--- config.mk ---
export PLATFORM = sky130hd
export DESIGN_NAME = control_juego_flat
export DESIGN_NICKNAME = d
export VERILOG_FILES = /design/src/rtl/juego_pkg.sv /design/src/rtl/control_juego_if.sv /design/src/rtl/temporizador_seg.sv /design/src/rtl/control_juego.sv /design/src/flat_wrapper.sv
export SDC_FILE = /design/constraint.sdc
export NUM_CORES = 1
export LEC_CHECK = 0
export ABC_AREA = 1
export CAP_MARGIN = 15
export CORE_MARGIN = 4
export CORE_UTILIZATION = 45
export DETAILED_ROUTE_END_ITERATION = 10
export SYNTH_ARGS = -nofsm -noshare
export SYNTH_HDL_FRONTEND = slang
export SYNTH_SLANG_ARGS = --single-unit
--- constraint.sdc ---
create_clock -name clk -period 2.5 [get_ports clk]
set_input_delay 0.375 -clock clk [delete_from_list [all_inputs] [get_ports clk]]
set_output_delay 0.375 -clock clk [all_outputs]
set_load 0.03 [all_outputs]
--- src/rtl/juego_pkg.sv ---
// Shared game encodings for control_juego and generador_obstaculos.
package juego_pkg;

    typedef enum logic [2:0] {
        OFF  = 3'd0,
        WLCM = 3'd1,
        CH   = 3'd2,
        GAME = 3'd3,
        WL   = 3'd4,
        PA   = 3'd5
    } estado_t;

    localparam logic [1:0] W_OR_L_JUEGO  = 2'b00;
    localparam logic [1:0] W_OR_L_PIERDE = 2'b01;
    localparam logic [1:0] W_OR_L_GANA   = 2'b10;

endpackage

--- src/rtl/control_juego_if.sv ---
// Player inputs and game-status outputs of the sequencer.
// master drives buttons/choque/mundo; slave is control_juego.
interface control_juego_if;
    logic       btn_power;
    logic       btn_start;
    logic       btn_pausa;
    logic       choque;
    logic [1:0] mundo;
    logic [2:0] presente;
    logic [1:0] W_or_L;
    logic [1:0] vidas;
    logic [3:0] seg_restantes;

    modport master (
        output btn_power, btn_start, btn_pausa, choque, mundo,
        input  presente, W_or_L, vidas, seg_restantes
    );

    modport slave (
        input  btn_power, btn_start, btn_pausa, choque, mundo,
        output presente, W_or_L, vidas, seg_restantes
    );
endinterface

--- src/rtl/temporizador_seg.sv ---
// Loadable seconds down-counter with a CLK_HZ prescaler; fin pulses on the
// tick that takes seg from 1 to 0.
module temporizador_seg #(
    parameter int unsigned CLK_HZ = 27_000_000
) (
    input  logic       clk,
    input  logic       rst,
    input  logic       load,
    input  logic [3:0] valor,
    output logic [3:0] seg,
    output logic       fin
);
    localparam int unsigned CW = (CLK_HZ > 1) ? $clog2(CLK_HZ) : 1;
    localparam logic [CW-1:0] CNT_MAX = CW'(CLK_HZ - 1);

    logic [CW-1:0] cnt_q;
    logic          tick;

    assign tick = (seg != 4'd0) && (cnt_q == CNT_MAX);
    assign fin  = tick && (seg == 4'd1) && !load;

    // Prescaler idles at 0 once seg reaches 0, so every load starts a full second.
    always_ff @(posedge clk or posedge rst) begin
        if (rst) begin
            cnt_q <= '0;
            seg   <= 4'd0;
        end else if (load) begin
            cnt_q <= '0;
            seg   <= valor;
        end else if (seg != 4'd0) begin
            if (tick) begin
                cnt_q <= '0;
                seg   <= seg - 4'd1;
            end else begin
                cnt_q <= cnt_q + 1'b1;
            end
        end
    end
endmodule

--- src/rtl/control_juego.sv ---
// Game sequencer: OFF -> WLCM -> CH -> GAME -> WL, lives and screen timing.
// Define CTRL_PAUSA_EN to compile in the PA state and btn_pausa handling.
module control_juego
    import juego_pkg::*;
#(
    parameter int unsigned CLK_HZ = 27_000_000,
    parameter int unsigned T_WLCM = 3,
    parameter int unsigned T_WL   = 5,
    parameter int unsigned VIDAS  = 3
) (
    input logic             clk,
    input logic             rst,
    control_juego_if.slave  bus
);
    localparam logic [3:0] T_WLCM_V = 4'(T_WLCM);
    localparam logic [3:0] T_WL_V   = 4'(T_WL);
    localparam logic [1:0] VIDAS_V  = 2'(VIDAS);

    estado_t    estado_q;
    logic [1:0] wl_q;
    logic [1:0] vidas_q;

    logic [1:0] power_sync, start_sync;
    logic       power_prev, start_prev, choque_q;
    logic       power_edge, start_edge, choque_edge, pausa_edge;
    logic       lose, win;
    logic       tmr_load, tmr_fin;
    logic [3:0] tmr_val, tmr_seg;

    always_ff @(posedge clk or posedge rst) begin
        if (rst) begin
            power_sync <= 2'b00;
            start_sync <= 2'b00;
            power_prev <= 1'b0;
            start_prev <= 1'b0;
            choque_q   <= 1'b0;
        end else begin
            power_sync <= {power_sync[0], bus.btn_power};
            start_sync <= {start_sync[0], bus.btn_start};
            power_prev <= power_sync[1];
            start_prev <= start_sync[1];
            choque_q   <= bus.choque;
        end
    end

    assign power_edge  = power_sync[1] & ~power_prev;
    assign start_edge  = start_sync[1] & ~start_prev;
    assign choque_edge = bus.choque & ~choque_q;

`ifdef CTRL_PAUSA_EN
    logic [1:0] pausa_sync;
    logic       pausa_prev;

    always_ff @(posedge clk or posedge rst) begin
        if (rst) begin
            pausa_sync <= 2'b00;
            pausa_prev <= 1'b0;
        end else begin
            pausa_sync <= {pausa_sync[0], bus.btn_pausa};
            pausa_prev <= pausa_sync[1];
        end
    end

    assign pausa_edge = pausa_sync[1] & ~pausa_prev;
`else
    logic unused_pausa;
    assign unused_pausa = bus.btn_pausa;
    assign pausa_edge   = 1'b0;
`endif

    assign lose = choque_edge && (vidas_q == 2'd1);
    assign win  = (bus.mundo == 2'd3);

    // Timer is loaded on the same edge the FSM enters WLCM/WL; power-off clears it.
    always_comb begin
        tmr_load = 1'b0;
        tmr_val  = 4'd0;
        if (power_edge) begin
            tmr_load = 1'b1;
            tmr_val  = (estado_q == OFF) ? T_WLCM_V : 4'd0;
        end else if ((estado_q == GAME) && (lose || win)) begin
            tmr_load = 1'b1;
            tmr_val  = T_WL_V;
        end
    end

    temporizador_seg #(
        .CLK_HZ (CLK_HZ)
    ) u_temporizador (
        .clk   (clk),
        .rst   (rst),
        .load  (tmr_load),
        .valor (tmr_val),
        .seg   (tmr_seg),
        .fin   (tmr_fin)
    );

    always_ff @(posedge clk or posedge rst) begin
        if (rst) begin
            estado_q <= OFF;
            wl_q     <= W_OR_L_JUEGO;
            vidas_q  <= 2'd0;
        end else if (power_edge) begin
            estado_q <= (estado_q == OFF) ? WLCM : OFF;
            wl_q     <= W_OR_L_JUEGO;
            vidas_q  <= 2'd0;
        end else begin
            case (estado_q)
                OFF: ;
                WLCM: begin
                    if (tmr_fin) estado_q <= CH;
                end
                CH: begin
                    if (start_edge) begin
                        estado_q <= GAME;
                        vidas_q  <= VIDAS_V;
                        wl_q     <= W_OR_L_JUEGO;
                    end
                end
                // Lose is checked before win so a fatal hit on the last world still loses.
                GAME: begin
                    if (lose) begin
                        estado_q <= WL;
                        wl_q     <= W_OR_L_PIERDE;
                        vidas_q  <= 2'd0;
                    end else if (win) begin
                        estado_q <= WL;
                        wl_q     <= W_OR_L_GANA;
                    end else if (choque_edge) begin
                        vidas_q <= vidas_q - 2'd1;
                    end else if (pausa_edge) begin
                        estado_q <= PA;
                    end
                end
                WL: begin
                    if (tmr_fin) begin
                        estado_q <= CH;
                        wl_q     <= W_OR_L_JUEGO;
                    end
                end
`ifdef CTRL_PAUSA_EN
                PA: begin
                    if (pausa_edge) estado_q <= GAME;
                end
`endif
                default: estado_q <= OFF;
            endcase
        end
    end

    assign bus.presente      = estado_q;
    assign bus.W_or_L        = wl_q;
    assign bus.vidas         = vidas_q;
    assign bus.seg_restantes = tmr_seg;
endmodule
--- src/flat_wrapper.sv ---
// flat-port wrapper written by rule: the top's interface ports become plain ports
module control_juego_flat import juego_pkg::*;
#(
    parameter int unsigned CLK_HZ = 27_000_000,
    parameter int unsigned T_WLCM = 3,
    parameter int unsigned T_WL   = 5,
    parameter int unsigned VIDAS  = 3
)
  (clk, rst, bus_btn_power, bus_btn_start, bus_btn_pausa, bus_choque, bus_mundo, bus_presente, bus_W_or_L, bus_vidas, bus_seg_restantes);
  control_juego_if bus_i ();
  input logic clk;
  input logic rst;
  input wire logic [$bits(bus_i.btn_power)-1:0] bus_btn_power;
  input wire logic [$bits(bus_i.btn_start)-1:0] bus_btn_start;
  input wire logic [$bits(bus_i.btn_pausa)-1:0] bus_btn_pausa;
  input wire logic [$bits(bus_i.choque)-1:0] bus_choque;
  input wire logic [$bits(bus_i.mundo)-1:0] bus_mundo;
  output wire logic [$bits(bus_i.presente)-1:0] bus_presente;
  output wire logic [$bits(bus_i.W_or_L)-1:0] bus_W_or_L;
  output wire logic [$bits(bus_i.vidas)-1:0] bus_vidas;
  output wire logic [$bits(bus_i.seg_restantes)-1:0] bus_seg_restantes;
  assign bus_i.btn_power = bus_btn_power;
  assign bus_i.btn_start = bus_btn_start;
  assign bus_i.btn_pausa = bus_btn_pausa;
  assign bus_i.choque = bus_choque;
  assign bus_i.mundo = bus_mundo;
  assign bus_presente = bus_i.presente;
  assign bus_W_or_L = bus_i.W_or_L;
  assign bus_vidas = bus_i.vidas;
  assign bus_seg_restantes = bus_i.seg_restantes;
  control_juego #(.CLK_HZ(CLK_HZ), .T_WLCM(T_WLCM), .T_WL(T_WL), .VIDAS(VIDAS)) u_core (.clk(clk), .rst(rst), .bus(bus_i));
endmodule
Word-level counts from Yosys, hierarchy flattened
Cells that the tools add are included.
- bits in registers: 43
- bits of input ports: 8
- output and inout port bits: 11
- logic and storage cells: 82
- add/subtract/negate cells: 3
- equal/unequal tests: 15
- multiplexer cells: 30
- bitwise logic cells: 6
- reduce and logical (&&, ||, !) cells: 18
- operators with widths (kind ; number):
    25-bit 2-to-1 mux ; 3
    25-bit by 1-bit adder with 25-bit output, second input constant ; 1
    25-bit equality test, second input constant ; 1
    2-bit 2-to-1 mux ; 11
    3-bit 2-to-1 mux ; 6
    4-bit 2-to-1 mux ; 4
    3-bit one-hot mux with 4 select lines ; 1
    4-bit AND reduction ; 3
    3-bit by 1-bit inequality test with 1-bit output, second input constant ; 3
    4-bit by 1-bit inequality test with 1-bit output, second input constant ; 2
    4-bit nonzero test ; 2
    3-bit by 2-bit equality test with 1-bit output, second input constant ; 2
    2-bit one-hot mux with 3 select lines ; 1
    1-bit logical AND ; 5
    4-bit by 1-bit equality test with 1-bit output, second input constant ; 1
    4-bit by 2-bit inequality test with 1-bit output, second input constant ; 1
    2-bit one-hot mux with 2 select lines ; 1
    2-bit nonzero test ; 2
    4-bit by 1-bit subtractor with 4-bit output, second input constant ; 1
    1-bit AND ; 3
    3-bit by 1-bit equality test with 1-bit output, second input constant ; 1
    3-bit equality test, second input constant ; 1
    3-bit logical NOT ; 1
    1-bit 2-to-1 mux ; 3
    other kinds (10) ; 12

Depth between registers and ports, before layout
- depth in word-level cells: 12
- gate-level depth with buffers: 12
- mapped depth without buffers: 12

Modules after synthesis
Synthesis repeated with hierarchy kept, for this count alone.
- cell total of the unflattened synthesis: 386
- area, all modules: 2647.5 um^2
- by module, submodules not included (module ; instances ; cells an instance ; area each (um^2) ; seq. area each (um^2)):
    temporizador_seg ; 1 ; 287 ; 1895.6 ; 725.7
    control_juego ; 1 ; 99 ; 752.0 ; 350.3

Least setup slack after synthesis
OpenSTA, ideal clock, no wires.
- kind: register to register
- start point: register u_core.u_temporizador.seg[0]
- end point: register u_core.u_temporizador.cnt_q[17]
- setup time: 0.122 ns
- arrival time: 1.601 ns
- data required time: 2.378 ns
- setup slack: 0.777 ns
- stages on the path, launching flop included: 10
- buffers on the path: 1
- clock period less this slack: 1.723 ns
- cells stage by stage: dfrtp_1 > inv_1 > ha_1 > nand3_1 > inv_1 > nand3_4 > buf_6 > nand3_1 > nor3_1 > nor2_1
- longest elaborated chain between the ends: 5
- elaborated cells on any way between the ends: 6
- those cells by class: mux: 3; reduce/logical: 3
- RTL lines (what ; line ; text):
    start, declared ; temporizador_seg.sv:10 ; output logic [3:0] seg,
    start signal, assigned ; temporizador_seg.sv:29 ; seg <= valor;
    start signal, assigned ; temporizador_seg.sv:33 ; seg <= seg - 4'd1;
    4-bit nonzero test * ; temporizador_seg.sv:19, temporizador_seg.sv:30 ;
    1-bit logical AND ; temporizador_seg.sv:19 ; assign tick = (seg != 4'd0) && (cnt_q == CNT_MAX);
    25-bit 2-to-1 mux ; temporizador_seg.sv:31 ; if (tick) begin
    25-bit 2-to-1 mux ; temporizador_seg.sv:30 ; end else if (seg != 4'd0) begin
    25-bit 2-to-1 mux ; temporizador_seg.sv:27 ; end else if (load) begin
    end signal, assigned ; temporizador_seg.sv:35 ; cnt_q <= cnt_q + 1'b1;
    end, declared ; temporizador_seg.sv:16 ; logic [CW-1:0] cnt_q;
Every way passes the cells marked *; elsewhere a longest branch is shown, timed or not. The select of a mux whose other input is x is not followed.
A chain may end at the register's enable or synchronous reset.

Final worst setup path
- start point: register u_core.u_temporizador.cnt_q[0]
- end point: register u_core.u_temporizador.cnt_q[1]
- longest elaborated chain between the ends: 5
- elaborated cells on any way between the ends: 6
- those cells by class: add/sub: 1; eq/ne: 1; mux: 3; reduce/logical: 1
- RTL lines (what ; line):
    parallel branches: the longest is 2 deep, another holds 25-bit by 1-bit adder with 25-bit output ; --
    25-bit 2-to-1 mux * ; temporizador_seg.sv:31
    25-bit 2-to-1 mux * ; temporizador_seg.sv:30
    25-bit 2-to-1 mux * ; temporizador_seg.sv:27
Every way passes the cells marked *. The select of a mux whose other input is x is not followed.

==> reports/qor.csv <==
metric;value;unit
status;complete, no violations;
GRT Util Overall;18.24;%
worst skew pair latency;0.31;ns
DRT Pass-1 Iters;5;
fin util;52.10;%
Synth Cell Area;2721;µm²
P per Cell Area;744.9;nW/µm²
ys flop type;dfrtp_1;
WP data arrival;2.18;ns
Cells on Worst Hold Path;0;
DRC;0;
number of synthesized flops with an enable pin;0;
Max VDD drop;0.0004235;V
Hold Buf Count CTS;0;
vias in the first global route;2284;
Mapped Cells;370;
Detailed Route Iter0 Violations;243;
first-pass GRT wire length;10.71;mm
worst reg2reg path startpoint;u_core.u_temporizador.cnt_q[0]$_DFFE_PP0P_;
Critical Path RT;2.71;ns
Multi-input gate area;1410;µm²
Initial Util;46.24;%
port bufs;17;
ANT nets after route;0;
wire length per cell;12.79;µm
hold worst-path end;u_core.start_sync[1]$_DFF_PP0_;
routed via count;2382;
DRT Wirelength;5.986;mm
Antenna Cells;0;
Tot Pwr;2.284;mW
R2R depth;10;
setup bufs post-CTS;0;
grt ovf;0;
mux share of post-synthesis cell area;0;%
reg2reg setup slack;0.53;ns
nets@finish;405;
CTS Buf Count;5;
Avg Cell Area, Syn;7.355;µm²
via/cell ratio;5.090;
Worst slew margin;62.21;%
synth-to-layout area growth;12.69;%
chip height;85.77;µm
Synth Area in Compound Gates;6.943;%
largest net degree at the start of global routing;44;
post-synthesis xor/xnor area fraction;1.287;%
crit path capture type;register;
Hold Crit Class;reg -> reg;
num rows;28;
gpl congestion;0.8809;
Max clock buf depth;2;
die area;7356;µm²
post_cts resized;0;
RR Endpoint;u_core.u_temporizador.cnt_q[1]$_DFFE_PP0P_;
Synth Register Bits;43;
hold_ws;0.3551;ns
Fmax achieved;506.4;MHz
Clock Pin Slew Worst Setup and Hold Paths;0.09;ns
Final Max Tran Viols;0;
largest family of logic cells by synthesized area;simple AND/OR/NAND/NOR gates;
# H-tree levels;2;
Netlist cell types;33;
Lkg Pwr;1.406;nW
detailed placer's ending HPWL;4.449;mm
I/O Pins;19;
Synth Area in Adders;2.299;%
CTS tree;done;
Setup Viol. Count Final;0;
Syn. warnings;0;
Async S/R FF share, synth;100.0;%
Post-Synth Simple-Gate Area;41.29;%
initial antenna violation count;0;
Core ar.;5886;µm²
TNS Setup;0;ns
net count of the mapped netlist;383;
RSZ-0062 raised after global routing;no;
Die Width;85.77;µm
worst slew pin tran;0.5669;ns
crit start category;register;
Fin. Hold Viols;0;
Max Cap Viol;0;
Seq. cell area;1076;µm²
min-delay src;u_core.start_sync[0]$_DFF_PP0_;
# fillers;574;
share of cells above drive strength 1;13.74;%
clk_skew;0.007119;ns
crit share post-route;78.99;%
CTS Root Cell;clkbuf_8;
crit path time final;1.975;ns
CTS Sinks;43;
CP Max Fanout;15;
sequential share of the synthesized area;39.54;%
Crit Path Class;reg -> reg;
==> stage by stage <==
| stage | std cells | setup WS, ns | cell area, µm² |
|---|---|---|---|
| final | 468 | 0.5253 | 3067 |
| after global routing | 468 | 0.3714 | 3067 |
| after CTS | 468 | 0.5474 | 3067 |
| after detailed placement | 460 | 0.3930 | 2950 |
| after global placement | 460 | 0.3962 | 2950 |
| after floorplan | 370 | 0.7771 | 2721 |
==> worst max-delay path, stage by stage (launching register included) <==
cell and delay (ns):
dfrtp_1 0.38, ha_1 0.32, nand3_2 0.16, inv_1 0.17, nand3_1 0.08, nor2_1 0.16
nand3_2 0.13, nand2_4 0.22, nor2_1 0.12, nand2_1 0.07, nand2_1 0.05
==> routing by layer <==
layer | vias up | wire (µm) | GRT usage, %
met5 | - | 0 | 0
met4 | 0 | 75 | 6.187
met3 | 6 | 340 | 3.746
met2 | 56 | 2599 | 27.97
met1 | 1097 | 2971 | 25.70
li1 | 1223 | - | -
==> synthesized netlist by cell type (5+ instances only) <==
cell type	number	area, µm²
nor2_1	52	195.2
ha_1	5	62.56
inv_1	42	157.7
nand2_1	95	356.6
nand2_2	8	50.05
nor2_4	5	56.30
dfrtp_1	43	1076
o21ai_2	5	43.79
nor3_1	11	55.05
nand3_1	29	145.1
a21oi_1	14	70.07
nor3_2	5	50.05
nor2_2	5	31.28
o21ai_0	10	50.05
inv_2	6	22.52
nand4_1	9	56.30
==> kinds of logic after synthesis <==
family / after synthesis
buf+inv: 53
flops: 43
compound gates: 33
fa+ha+maj: 5
simple gates: 232
xor+xnor: 4
==> placed cells by master (no fill, tap or decap), types with 6 or more instances in the layout <==
master,n
dfrtp_1,43
inv_2,6
inv_1,41
nand2_1,95
nor2_1,52
o21ai_0,10
clkdlybuf4s50_1,17
nand4_1,9
nand2_2,8
a21oi_1,14
nor3_1,11
nand3_1,29
==> layout make-up <==
class | instances | area share (%)
clock buffer | 5 | 2.244
multi-input combinational | 274 | 45.98
inverter | 49 | 6.038
clock inverter | 3 | 1.550
tap | 75 | 3.060
sequential | 43 | 35.09
timing repair buffer | 19 | 6.038
==> power breakdown <==
group          switching [mW]  leakage (nW)  internal, mW
Clock                   0.270        0.0587         0.303
Combinational           0.537         0.779         0.304
Sequential             0.0819         0.568         0.788
Total                   0.889          1.41          1.40
==> registers in the layout, indices dropped and copies added (netlist names) <==
name,count
u_core.start_sync,2
u_core.choque_q,1
u_core.power_sync,2
u_core.bus.vidas,2
u_core.power_prev,1
u_core.u_temporizador.cnt_q,25
u_core.u_temporizador.seg,4
u_core.start_prev,1
u_core.bus.W_or_L,2
u_core.bus.presente,3
==> how the worst max path moves through the flow <==
stage | startpoint | endpoint | depth (start not counted)
final | u_core.u_temporizador.cnt_q[0]$_DFFE_PP0P_ | u_core.u_temporizador.cnt_q[1]$_DFFE_PP0P_ | 10
after global routing | u_core.u_temporizador.seg[0]$_DFFE_PP0P_ | u_core.u_temporizador.cnt_q[9]$_DFFE_PP0P_ | 8
after CTS | u_core.u_temporizador.cnt_q[0]$_DFFE_PP0P_ | u_core.u_temporizador.cnt_q[1]$_DFFE_PP0P_ | 10
after detailed placement | bus_choque | u_core.u_temporizador.cnt_q[9]$_DFFE_PP0P_ | 8
after global placement | bus_choque | u_core.u_temporizador.cnt_q[9]$_DFFE_PP0P_ | 8
after floorplan | u_core.u_temporizador.seg[0]$_DFFE_PP0P_ | u_core.u_temporizador.cnt_q[17]$_DFFE_PP0P_ | 9
(Power assumes the default switching activity.)
